<file path="src/rtl/jlsemi_util_clkmux_switch_ctrl.sv">
// Clock-mux select sequencer: on an accepted switch request it closes the
// downstream clock gate, lets the old clock drain, flips the mux select,
// lets the new clock settle, then reopens the gate. DFT test-clock mode
// forces the clk1 path with the gate open and aborts any sequence.
`timescale 1ns/1ps
module jlsemi_util_clkmux_switch_ctrl #(
  parameter int unsigned GATE_WAIT   = 4,
  parameter int unsigned SETTLE_WAIT = 8,
  parameter int unsigned CNT_W       = 8,
  parameter bit          RST_SEL     = 1'b0
) (
  input  logic       clk_i,
  input  logic       rst_n_i,
  input  logic       req_vld_i,
  input  logic       req_sel_i,
  output logic       req_rdy_o,
  input  logic       dft_test_clk_en,
  output logic       sel_o,
  output logic       gate_en_o,
  output logic       busy_o,
  output logic       done_o,
  output logic [7:0] sw_cnt_o
);

  typedef enum logic [1:0] {
    S_IDLE          = 2'd0,
    S_GATE_OFF      = 2'd1,
    S_SWITCH_SETTLE = 2'd2,
    S_GATE_ON       = 2'd3
  } state_e;

  localparam logic [CNT_W-1:0] GATE_LOAD   = GATE_WAIT[CNT_W-1:0];
  localparam logic [CNT_W-1:0] SETTLE_LOAD = SETTLE_WAIT[CNT_W-1:0];
  localparam logic [CNT_W-1:0] CNT_ONE     = {{(CNT_W-1){1'b0}}, 1'b1};
  localparam logic [CNT_W-1:0] CNT_ZERO    = {CNT_W{1'b0}};

  state_e           state_q, state_d;
  logic [CNT_W-1:0] cnt_q, cnt_d;
  logic             sel_q, sel_d;
  logic             tgt_q, tgt_d;
  logic             gate_q, gate_d;
  logic             busy_q, busy_d;
  logic             done_q, done_d;
  logic [7:0]       sw_cnt_q, sw_cnt_d;
  logic             accept_s;
  logic             cnt_last_s;

  // Ready only out of reset, in IDLE, and with no DFT override pending.
  assign req_rdy_o  = rst_n_i & (state_q == S_IDLE) & ~dft_test_clk_en;
  assign accept_s   = req_vld_i & req_rdy_o;
  assign cnt_last_s = (cnt_q == CNT_ONE);

  assign sel_o     = sel_q;
  assign gate_en_o = gate_q;
  assign busy_o    = busy_q;
  assign done_o    = done_q;
  assign sw_cnt_o  = sw_cnt_q;

  // Next-state and next-output logic; DFT override beats acceptance and expiry.
  always_comb begin
    state_d  = state_q;
    cnt_d    = cnt_q;
    sel_d    = sel_q;
    tgt_d    = tgt_q;
    gate_d   = gate_q;
    busy_d   = busy_q;
    done_d   = 1'b0;
    sw_cnt_d = sw_cnt_q;
    if (dft_test_clk_en) begin
      state_d = S_IDLE;
      cnt_d   = CNT_ZERO;
      sel_d   = 1'b1;
      gate_d  = 1'b1;
      busy_d  = 1'b0;
    end else begin
      case (state_q)
        S_IDLE: begin
          if (accept_s) begin
            if (req_sel_i == sel_q) begin
              // Already on the requested source: acknowledge without gating.
              done_d = 1'b1;
            end else begin
              state_d = S_GATE_OFF;
              cnt_d   = GATE_LOAD;
              tgt_d   = req_sel_i;
              gate_d  = 1'b0;
              busy_d  = 1'b1;
            end
          end else begin
            state_d = S_IDLE;
          end
        end
        S_GATE_OFF: begin
          if (cnt_last_s) begin
            // Old clock has drained with the gate closed: safe to flip.
            state_d = S_SWITCH_SETTLE;
            sel_d   = tgt_q;
            cnt_d   = SETTLE_LOAD;
          end else begin
            cnt_d = cnt_q - CNT_ONE;
          end
        end
        S_SWITCH_SETTLE: begin
          if (cnt_last_s) begin
            state_d  = S_GATE_ON;
            cnt_d    = CNT_ZERO;
            gate_d   = 1'b1;
            busy_d   = 1'b0;
            done_d   = 1'b1;
            sw_cnt_d = sw_cnt_q + 8'd1;
          end else begin
            cnt_d = cnt_q - CNT_ONE;
          end
        end
        S_GATE_ON: begin
          state_d = S_IDLE;
        end
        default: begin
          state_d = S_IDLE;
          cnt_d   = CNT_ZERO;
          gate_d  = 1'b1;
          busy_d  = 1'b0;
        end
      endcase
    end
  end

  // State, counter and registered outputs with asynchronous clear/preset.
  always_ff @(posedge clk_i or negedge rst_n_i) begin
    if (!rst_n_i) begin
      state_q  <= S_IDLE;
      cnt_q    <= CNT_ZERO;
      sel_q    <= RST_SEL;
      tgt_q    <= RST_SEL;
      gate_q   <= 1'b1;
      busy_q   <= 1'b0;
      done_q   <= 1'b0;
      sw_cnt_q <= 8'd0;
    end else begin
      state_q  <= state_d;
      cnt_q    <= cnt_d;
      sel_q    <= sel_d;
      tgt_q    <= tgt_d;
      gate_q   <= gate_d;
      busy_q   <= busy_d;
      done_q   <= done_d;
      sw_cnt_q <= sw_cnt_d;
    end
  end

endmodule

</file>
<file path="config.mk">
export PLATFORM = sky130hd
export DESIGN_NAME = jlsemi_util_clkmux_switch_ctrl
export DESIGN_NICKNAME = d
export VERILOG_FILES = /design/src/rtl/jlsemi_util_clkmux_switch_ctrl.sv
export SDC_FILE = /design/constraint.sdc
export NUM_CORES = 1
export LEC_CHECK = 0
export CAP_MARGIN = 25
export CORE_AREA = 2 2 60 62
export DETAILED_ROUTE_END_ITERATION = 6
export DIE_AREA = 0 0 62 64
export SLEW_MARGIN = 20
export SYNTH_ARGS = -nofsm -noshare
export SYNTH_HDL_FRONTEND = slang
export SYNTH_SLANG_ARGS = --single-unit
</file>
<file path="constraint.sdc">
create_clock -name clk_i -period 5.41 [get_ports clk_i]
set_input_delay 0.8115 -clock clk_i [delete_from_list [all_inputs] [get_ports clk_i]]
set_output_delay 0.8115 -clock clk_i [all_outputs]
set_load 0.01 [all_outputs]
</file>
# After elaboration in Yosys (flattened, before gate mapping)
# Index checks and enable logic that the tools add are counted.
# classes
n_bitwise	5
n_mux	30
eq_ne	10
n_reduce_logical	11
add_sub_neg	2
# ops
operator	n
8-bit 2-to-1 mux	5
8-bit case mux with 3 select lines	1
1-bit 2-to-1 mux	15
3-bit inequality test (second input constant)	4
2-bit 2-to-1 mux	5
3-bit AND reduction	3
8-bit by 1-bit adder with 8-bit output (second input constant)	1
8-bit by 1-bit == test with 1-bit output (second input constant)	1
2-bit case mux with 4 select lines	1
4-bit AND reduction	2
8-bit by 1-bit subtractor with 8-bit output (second input constant)	1
1-bit case mux with 2 select lines	3
2-bit == test (second input constant)	2
4-bit inequality test (second input constant)	1
2-bit nonzero test	2
4-bit nonzero test	1
1-bit AND	3
3-bit nonzero test	1
2-bit by 1-bit == test with 1-bit output (second input constant)	1
2-bit logical NOT	1
1-bit NOT	2
2-bit AND reduction	1
1-bit == test	1
# word_totals
input_bits	5
elab_cells	66
reg_bits	23
output_inout_bits	13

# Logic depth before layout (Yosys ltp)
# Gate-level depths: netlist of the first run.
# depth
depth_word	7
depth_mapped	7

# Worst setup path after synthesis of the first run
# Ideal clock, no wire load.
# synth_timing
path_kind	input to output
start	in dft_test_clk_en
end	out req_rdy_o
cell_stages	3
t_arrival_ns	1.396
setup_slack_ns	3.203
cell_sequence	clkbuf_1 > inv_1 > and3_1
# synth_via
elab_chain_len	2
# synth_lines
element	line	rtl
start, declared	17	input logic dft_test_clk_en,
1-bit NOT (no line)	-	
1-bit AND	49	assign req_rdy_o = rst_n_i & (state_q == S_IDLE) & ~dft_test_clk_en;
end, declared	16	output logic req_rdy_o,
# No other way between the ends.

# Worst setup path after layout of the first run
# Same ends and word-level chain as after synthesis.

==> results_dict.tcl, run 1 <==
set metrics [dict create \
    status "complete, no violations" \
    clk_pin_slew_worst_paths_ns 0.13 \
    cts_hold_buf 0 \
    crit_buf_inv 3 \
    ys_seq_elements 23 \
    hold_class "reg2reg" \
    ctsRootBufferMaster "clkbuf_4" \
    grt_pass1_wl_um 4860 \
    initial_core_util_pct 40.6 \
    num-nets-final 166 \
    ys_async_sr_fraction_pct 100 \
    synthSimpleGateAreaFrac_pct 22.2 \
    setup_viol 0 \
    synth_cell_types 46 \
    path_delay_family "buffers and inverters" \
    hold_slack_ns 0.476 \
    synth_top_area_share_pct 41.3 \
    r2r_end "cnt_q[0]$_DFFE_PN0P_" \
    numCtsBuffers 3 \
    finalWorstSetupSlack_ns 2.11 \
    start_kind "input pin" \
    synth_top_family_by_area "simple AND/OR/NAND/NOR gates" \
    rsz0062_at_grt "no" \
    ys.flop_type "dfrtp_1" \
    die_height_um 64 \
    critPathKind "in2out" \
    synth_common_cells "dfrtp_1 (22), nor2_1 (11), o21ai_0 (10), nand2_1 (9), inv_1 (8)" \
    core_region_area_sq_mm 0.00328 \
    drcViolationCount 0 \
    ioPinCount 18 \
    syn_area_sq_mm 0.00133 \
    dp_slack_ns 2.12 \
    routed_wl_um 2820 \
    cp.required_ns 4.60 \
    post-cts-setup-buffers 0 \
    antenna_found_initial 0 \
    drt_iter0_drc 62 \
    r2r-start "state_q[0]$_DFFE_PN0P_" \
    min-delay-start "sw_cnt_o[7]$_DFFE_PN0P_" \
    die_w_um 62 \
    via_per_inst 5.59 \
    htreeDepth 1 \
    synth.area.mux_share_pct 2.44 \
    synth_area_leaders "dfrtp_1 (41%), ha_1 (6.6%), o21ai_0 (3.8%)" \
    reg2regPathDepth 6 \
    critPathArrivalTime_ns 2.49 \
    final_cells 199 \
    cp-end-kind "output port" \
    synth_compound_area_share_pct 16.3 \
    dpl.hpwl_um 2120 \
    layout_min_cycle_time_ns 3.30 \
    cts_tree "done" \
    hold_end "sw_cnt_o[7]$_DFFE_PN0P_" \
    fin_crit_sh_pct 60.9 \
    power.density_mw_per_mm2 216 \
    cp_common_cell "clkdlybuf4s50_1" \
    cpPeakStageDelay_ns 0.77 \
    port_buffers 17 \
    dp_cells 195 \
    drive_above_1_share_pct 8.50 \
    syn_inst 135 \
    synth.largest_area_cell "dfrtp_1" \
    clock_path_buffers 2 \
    grt-ovfl-total 0 \
    clock_latency_ns 0.31 \
    maxSlewViolCount 0 \
    max_slew_margin_pct 51.0 \
    firstDrtPassIters 4 \
    worst_pin_slew_ns 0.730 \
    grt_pass1_vias 1091 \
    synth_nets 147 \
    synth-edff-count 0 \
    rows 21 \
    synth_most_common_cell "dfrtp_1" \
    diodes 0 \
    timing.setup.tns_ns 0 \
    synthAdderAreaFrac_pct 6.57 \
    leakage_nw 0.645 \
    die_area_sq_mm 0.00397 \
    timing.fmax_mhz 303 \
    cp_cell_sequence "clkdlybuf4s50_1 -> inv_1 -> and3_1 -> clkdlybuf4s50_1" \
    grt_max_degree 27 \
    synth_xor_area_share_pct 5.25 \
    place.gp.congestion 0.810 \
    ir_drop_uv 82.1 \
    postCtsResizedCells 0 \
    grt_usage_pct 16.0 \
    vias 1112 \
    rrSetupSlack_ns 3.02 \
    crit_path_top_delay_cell "clkdlybuf4s50_1" \
    hold_depth 1 \
    postRouteAntennaNets 0 \
    finalHoldViolCount 0 \
    synth.yosys.warnings 0 \
    crit_fanout 13 \
    cap_violations 0 \
    skew_ns 0.00532 \
    syn_to_final_growth_pct 17.9 \
    avgSynthCellArea_sq_um 9.88 \
    yosysSeqAreaShare_pct 43.2 \
    clock-sinks 23 \
    wl_per_cell_um 14.2 \
]
==> layout make-up <==
class	count	area [sq um]
flip-flops and latches	23	577
fillers	317	1710
repair buffers	18	178
inverters	8	30.0
well taps	46	57.6
clock buffers	4	26.3
multi-input cells	100	704
==> worst max path at each step <==
stage / startpoint / end / slack, ns / cells past startpoint
global route: dft_test_clk_en / req_rdy_o / 1.99 / 4
floorplan: dft_test_clk_en / req_rdy_o / 3.20 / 3
global placement: dft_test_clk_en / req_rdy_o / 2.17 / 4
finish: dft_test_clk_en / req_rdy_o / 2.11 / 4
CTS: dft_test_clk_en / req_rdy_o / 2.12 / 4
detailed placement: dft_test_clk_en / req_rdy_o / 2.12 / 4
==> per-layer routing <==
metal | share of wire, % | routed length, um | up-vias | track usage, %
li1 | - | - | 532 | -
met1 | 47 | 1330 | 545 | 23.1
met2 | 47 | 1330 | 33 | 24.1
met3 | 5.0 | 141 | 2 | 2.43
met4 | 0.67 | 19 | 0 | 4.79
met5 | 0 | 0 | - | 0
==> sequential cells by signal, summed over array words and instances, names as in the netlist <==
register,flops
gate_en_o,1
state_q,2
tgt_q,1
done_o,1
sw_cnt_o,8
busy_o,1
cnt_q,8
sel_o,1
==> worst register-to-register path: stages, from the launching register on <==
cell	delay, ns
dfrtp_1	0.44
inv_1	0.11
ha_1	0.40
nor2b_1	0.19
a311oi_1	0.63
nor2_1	0.21
mux2_2	0.31
==> cell families (layout without fill, tap and decap cells) <==
| logic type | Yosys count | count (layout) |
|---|---|---|
| AOI/OAI and AO/OA | 32 | 32 |
| xor gates and xnor gates | 8 | 8 |
| adders and majority gates | 7 | 7 |
| buffers and inverters | 12 | 30 |
| DFF | 23 | 23 |
| muxes | 3 | 3 |
| and+or+nand+nor | 50 | 50 |
==> power by group <==
group          total, mW  switching [mW]  internal (mW)
registers          0.189         0.00830          0.180
clock network     0.0801          0.0514         0.0287
logic             0.0709          0.0402         0.0307
==> per-stage QoR <==
stage	power, mW	cell area [sq um]	util [%]
finish	0.340	1570	47.9
global route	0.363	1570	47.9
CTS	0.344	1570	47.9
detailed placement	0.263	1550	47.1
global placement	0.261	1550	47.1
floorplan	0.234	1330	-
==> layout by cell type (no fill, tap or decap), drive strengths merged, types with 2 or more instances in the layout <==
| master | instances |
|---|---|
| inv | 8 |
| dfrtp | 22 |
| a22o | 4 |
| clkdlybuf4s50 | 17 |
| nor2 | 11 |
| nand2 | 9 |
| nor4 | 3 |
| a21oi | 6 |
| and3 | 2 |
| xnor2 | 4 |
| nand3 | 4 |
| nand4 | 4 |
| or3 | 2 |
| or2 | 2 |
| ha | 7 |
| nor3 | 4 |
| o21ai | 10 |
| xor2 | 4 |
| mux2 | 2 |
| clkbuf | 4 |
Power figures use the tool's default switching activity.
==> run 2, diff against run 1 <==
==> constraint.sdc (replaced) <==
create_clock -name clk_i -period 2.9 [get_ports clk_i]
set_input_delay 0.435 -clock clk_i [delete_from_list [all_inputs] [get_ports clk_i]]
set_output_delay 0.435 -clock clk_i [all_outputs]
set_load 0.01 [all_outputs]
==> results_dict.tcl, run 2 (synthesis gave the netlist of run 1 again) <==
set metrics [dict create \
    status "complete, no violations" \
    wl_per_cell_um 14.5 \
    hold_class "in2async" \
    vias 1125 \
    ioPinCount 18 \
    grt_pass1_wl_um 5010 \
    cp-end-kind "output port" \
    diodes 0 \
    cap_violations 0 \
    postCtsResizedCells 0 \
    worst_pin_slew_ns 0.575 \
    leakage_nw 0.657 \
    routed_wl_um 2910 \
    port_buffers 17 \
    start_kind "flop" \
    initial_core_util_pct 40.6 \
    rsz0062_at_grt "no" \
    drive_above_1_share_pct 10.3 \
    drt_iter0_drc 84 \
    rrSetupSlack_ns 0.74 \
    crit_path_top_delay_cell "clkdlybuf4s50_1" \
    post-cts-setup-buffers 0 \
    rows 21 \
    cp_cell_sequence "inv_1 -> ha_1 -> and3_1 -> clkdlybuf4s50_1" \
    critPathKind "reg2out" \
    maxSlewViolCount 0 \
    setup_viol 0 \
    clock_latency_ns 0.32 \
    mostFrequentLayoutCell "dfrtp_1" \
    cts_hold_buf 0 \
    postRouteAntennaNets 0 \
    cpPeakStageDelay_ns 0.52 \
    layout_min_cycle_time_ns 2.37 \
    syn_to_final_growth_pct 19.1 \
    max_slew_margin_pct 60.7 \
    crit_buf_inv 2 \
    r2r-start "cnt_q[1]$_DFFE_PN0P_" \
    antenna_found_initial 0 \
    numCtsBuffers 3 \
    place.gp.congestion 0.834 \
    die_height_um 64 \
    via_per_inst 5.60 \
    skew_ns 0.00174 \
    ir_drop_uv 145 \
    final_cells 201 \
    grt_usage_pct 16.6 \
    crit_fanout 8 \
    die_area_sq_mm 0.00397 \
    power.density_mw_per_mm2 405 \
    dpl.hpwl_um 2150 \
    grt_pass1_vias 1110 \
    dp_cells 197 \
    num-nets-final 168 \
    die_w_um 62 \
    drcViolationCount 0 \
    ctsRootBufferMaster "clkbuf_4" \
    timing.fmax_mhz 421 \
    finalHoldViolCount 0 \
    hold_slack_ns 0.318 \
    firstDrtPassIters 4 \
    grt_max_degree 21 \
    core_region_area_sq_mm 0.00328 \
    grt-ovfl-total 0 \
    clock_path_buffers 2 \
    clk_pin_slew_worst_paths_ns 0.13 \
    critPathArrivalTime_ns 1.94 \
    timing.setup.tns_ns 0 \
    clock-sinks 23 \
    final_cell_mix "dfrtp_1 (22), clkdlybuf4s50_1 (17), nor2_1 (11)" \
    fin_crit_sh_pct 81.9 \
    cts_tree "done" \
    r2r_end "busy_o$_DFFE_PN0P_" \
    path_delay_family "buffers and inverters" \
    reg2regPathDepth 6 \
    htreeDepth 1 \
    cp.required_ns 2.47 \
]
run 2: layout make-up:
cell class | count | area [sq um]
tap | 46 | 57.6
timing repair buffer | 20 | 193
multi-input combinational | 100 | 704
inverter | 8 | 30.0
clock inverter | 1 | 5.00
sequential | 23 | 577
clock buffer | 3 | 22.5
fill | 308 | 1700
run 2: how the worst max path moves through the flow:
stage	slack, ns	end	startpoint	cells after the start
3_5_place_dp	0.68	cnt_q[7]$_DFFE_PN0P_	req_sel_i	5
4_1_cts	0.52	req_rdy_o	state_q[0]$_DFFE_PN0P_	4
2_1_floorplan	0.87	busy_o$_DFFE_PN0P_	cnt_q[1]$_DFFE_PN0P_	7
5_1_grt	0.40	req_rdy_o	state_q[0]$_DFFE_PN0P_	4
6_report	0.53	req_rdy_o	state_q[0]$_DFFE_PN0P_	4
3_3_place_gp	0.69	req_rdy_o	dft_test_clk_en	4
run 2: metrics by stage:
step	setup WS, ns	utilization (%)	power, mW	cell area [sq um]
floorplan	0.869	-	0.437	1330
global placement	0.694	47.5	0.489	1560
detailed placement	0.676	47.5	0.492	1560
CTS	0.516	48.4	0.649	1590
global route	0.396	48.4	0.684	1590
finish	0.525	48.4	0.644	1590
run 2: report_power, final:
| group | total [mW] | switching (mW) | internal, mW |
|---|---|---|---|
| Clock | 0.157 | 0.105 | 0.0518 |
| Combinational | 0.135 | 0.0748 | 0.0598 |
| Sequential | 0.352 | 0.0154 | 0.337 |
| Total | 0.644 | 0.195 | 0.448 |
run 2: worst reg2reg max path, cell delays in order (launching register included):
cell	delay, ns
dfrtp_1	0.41
inv_1	0.10
ha_1	0.14
or4b_4	0.51
or2_1	0.37
a211o_1	0.33
a31o_1	0.22
run 2: per-layer routing:
| layer | share of wire, % | track usage [%] | wire length (um) |
|---|---|---|---|
| met1 | 46 | 22.8 | 1340 |
| met2 | 48 | 25.8 | 1400 |
| met3 | 4.5 | 2.83 | 131 |
| met4 | 1.6 | 5.85 | 46 |
| met5 | 0 | 0 | 0 |
==> run 3, diff against run 2 <==
==> constraint.sdc (replaced) <==
create_clock -name clk_i -period 2.5 [get_ports clk_i]
set_input_delay 0.375 -clock clk_i [delete_from_list [all_inputs] [get_ports clk_i]]
set_output_delay 0.375 -clock clk_i [all_outputs]
set_load 0.01 [all_outputs]
==> results_dict.tcl, run 3 (synthesis gave the netlist of run 1 again) <==
set metrics [dict create \
    leakage_nw 0.659 \
    hold_class "in2async" \
    grt_usage_pct 17.1 \
    routed_wl_um 2990 \
    timing.setup.tns_ns 0 \
    die_w_um 62 \
    syn_to_final_growth_pct 19.9 \
    mostFrequentLayoutCell "dfrtp_1" \
    port_buffers 17 \
    finalHoldViolCount 0 \
    clock_path_buffers 2 \
    dpl.hpwl_um 2250 \
    ir_drop_uv 167 \
    grt_max_degree 15 \
    cp_cell_sequence "inv_1 -> ha_1 -> and3_1 -> clkdlybuf4s50_1" \
    power.density_mw_per_mm2 470 \
    via_per_inst 5.54 \
    crit_fanout 8 \
    die_area_sq_mm 0.00397 \
    num-nets-final 169 \
    grt_pass1_vias 1121 \
    clock-sinks 23 \
    fin_crit_sh_pct 91.8 \
    rows 21 \
    cap_violations 0 \
    crit_path_top_delay_cell "clkdlybuf4s50_1" \
    place.gp.congestion 0.805 \
    drive_above_1_share_pct 10.9 \
    wl_met3_um 100 \
    clock_latency_ns 0.32 \
    cts_tree "done" \
    cpPeakStageDelay_ns 0.53 \
    initial_core_util_pct 40.6 \
    vias 1119 \
    highest_layer "met4" \
    max_slew_margin_pct 52.1 \
    core_region_area_sq_mm 0.00328 \
    met1Wirelength_um 1430 \
    die_height_um 64 \
    fillers 329 \
    reg2regPathDepth 6 \
    antenna_found_initial 0 \
    path_delay_family "buffers and inverters" \
    rsz0062_at_grt "no" \
    postCtsResizedCells 0 \
    post-cts-setup-buffers 0 \
    status "complete, no violations" \
    wl_per_cell_um 14.8 \
    setup_viol 0 \
    final_cell_mix "dfrtp_1 (22), clkdlybuf4s50_1 (17), nor2_1 (11)" \
    ioPinCount 18 \
    placed_area_sq_mm 0.00157 \
    ctsRootBufferMaster "clkbuf_4" \
    fin_area_sq_mm 0.00160 \
    drcViolationCount 0 \
    cp.required_ns 2.12 \
    crit_buf_inv 2 \
    grt_pass1_wl_um 5200 \
    worst_pin_slew_ns 0.700 \
    postRouteAntennaNets 0 \
    regArea_sq_um 577 \
    firstDrtPassIters 5 \
    critPathArrivalTime_ns 1.92 \
    critPathKind "reg2out" \
    clk_pin_slew_worst_paths_ns 0.14 \
    layout_min_cycle_time_ns 2.30 \
    drt_iter0_drc 104 \
    maxSlewViolCount 0 \
    grt-ovfl-total 0 \
    htreeDepth 1 \
    diodes 0 \
    start_kind "flop" \
    cp-end-kind "output port" \
    skew_ns 0.00367 \
    cts_hold_buf 0 \
    numCtsBuffers 3 \
    timing.fmax_mhz 436 \
    multi_input_area_sq_um 704 \
    path_depth 4 \
    dr_wl_met2_um 1420 \
]
[run 3: cell count changes in the layout (fill, tap and decap cells not counted), sizes merged]
cell      delta
buf          +1
clkinvlp     +1
clkinv       -1
[run 3: worst paths after layout]
kind                                          from                 endpoint  slack, ns
setup reg to reg              cnt_q[1]$_DFFE_PN0P_       busy_o$_DFFE_PN0P_       0.32
hold / removal                             rst_n_i     cnt_q[6]$_DFFE_PN0P_       0.46
hold reg to reg            sw_cnt_o[7]$_DFFE_PN0P_  sw_cnt_o[7]$_DFFE_PN0P_       0.49
min in group clk_i         sw_cnt_o[7]$_DFFE_PN0P_  sw_cnt_o[7]$_DFFE_PN0P_       0.49
max in group asynchronous                  rst_n_i    gate_en_o$_DFFE_PN1P_       1.79
setup / recovery            state_q[0]$_DFFE_PN0P_                req_rdy_o       0.20
[run 3: through the flow]
step | power [mW] | util [%] | hold slack [ns] | cells | setup slack, ns
3_3_place_gp | 0.569 | 47.8 | 0.456 | 198 | 0.215
6_report | 0.751 | 48.7 | 0.457 | 202 | 0.205
5_1_grt | 0.800 | 48.7 | 0.468 | 202 | 0.107
2_1_floorplan | 0.507 | - | 0.0794 | 135 | 0.469
3_5_place_dp | 0.574 | 47.8 | 0.483 | 198 | 0.199
4_1_cts | 0.761 | 48.7 | 0.475 | 202 | 0.191
[run 3: power by group]
group          leakage (nW)  switching, mW  total (mW)  internal (mW)
logic                 0.338         0.0874       0.158         0.0707
registers             0.307         0.0188       0.409          0.391
clock network        0.0139          0.123       0.184         0.0612
[run 3: cell type report]
type / instances / share of cell area, %
clock inverter: 1 / 0.469
clock buffer: 3 / 1.41
tap: 46 / 3.60
multi-input combinational: 100 / 44.1
timing repair buffer: 21 / 12.5
sequential: 23 / 36.1
inverter: 8 / 1.88
[run 3: per-layer routing]
layer,vias to the layer above,track usage [%]
met3,5,1.82
met2,22,27.9
li1,538,-
met1,554,22.9
met5,-,0
met4,0,5.85
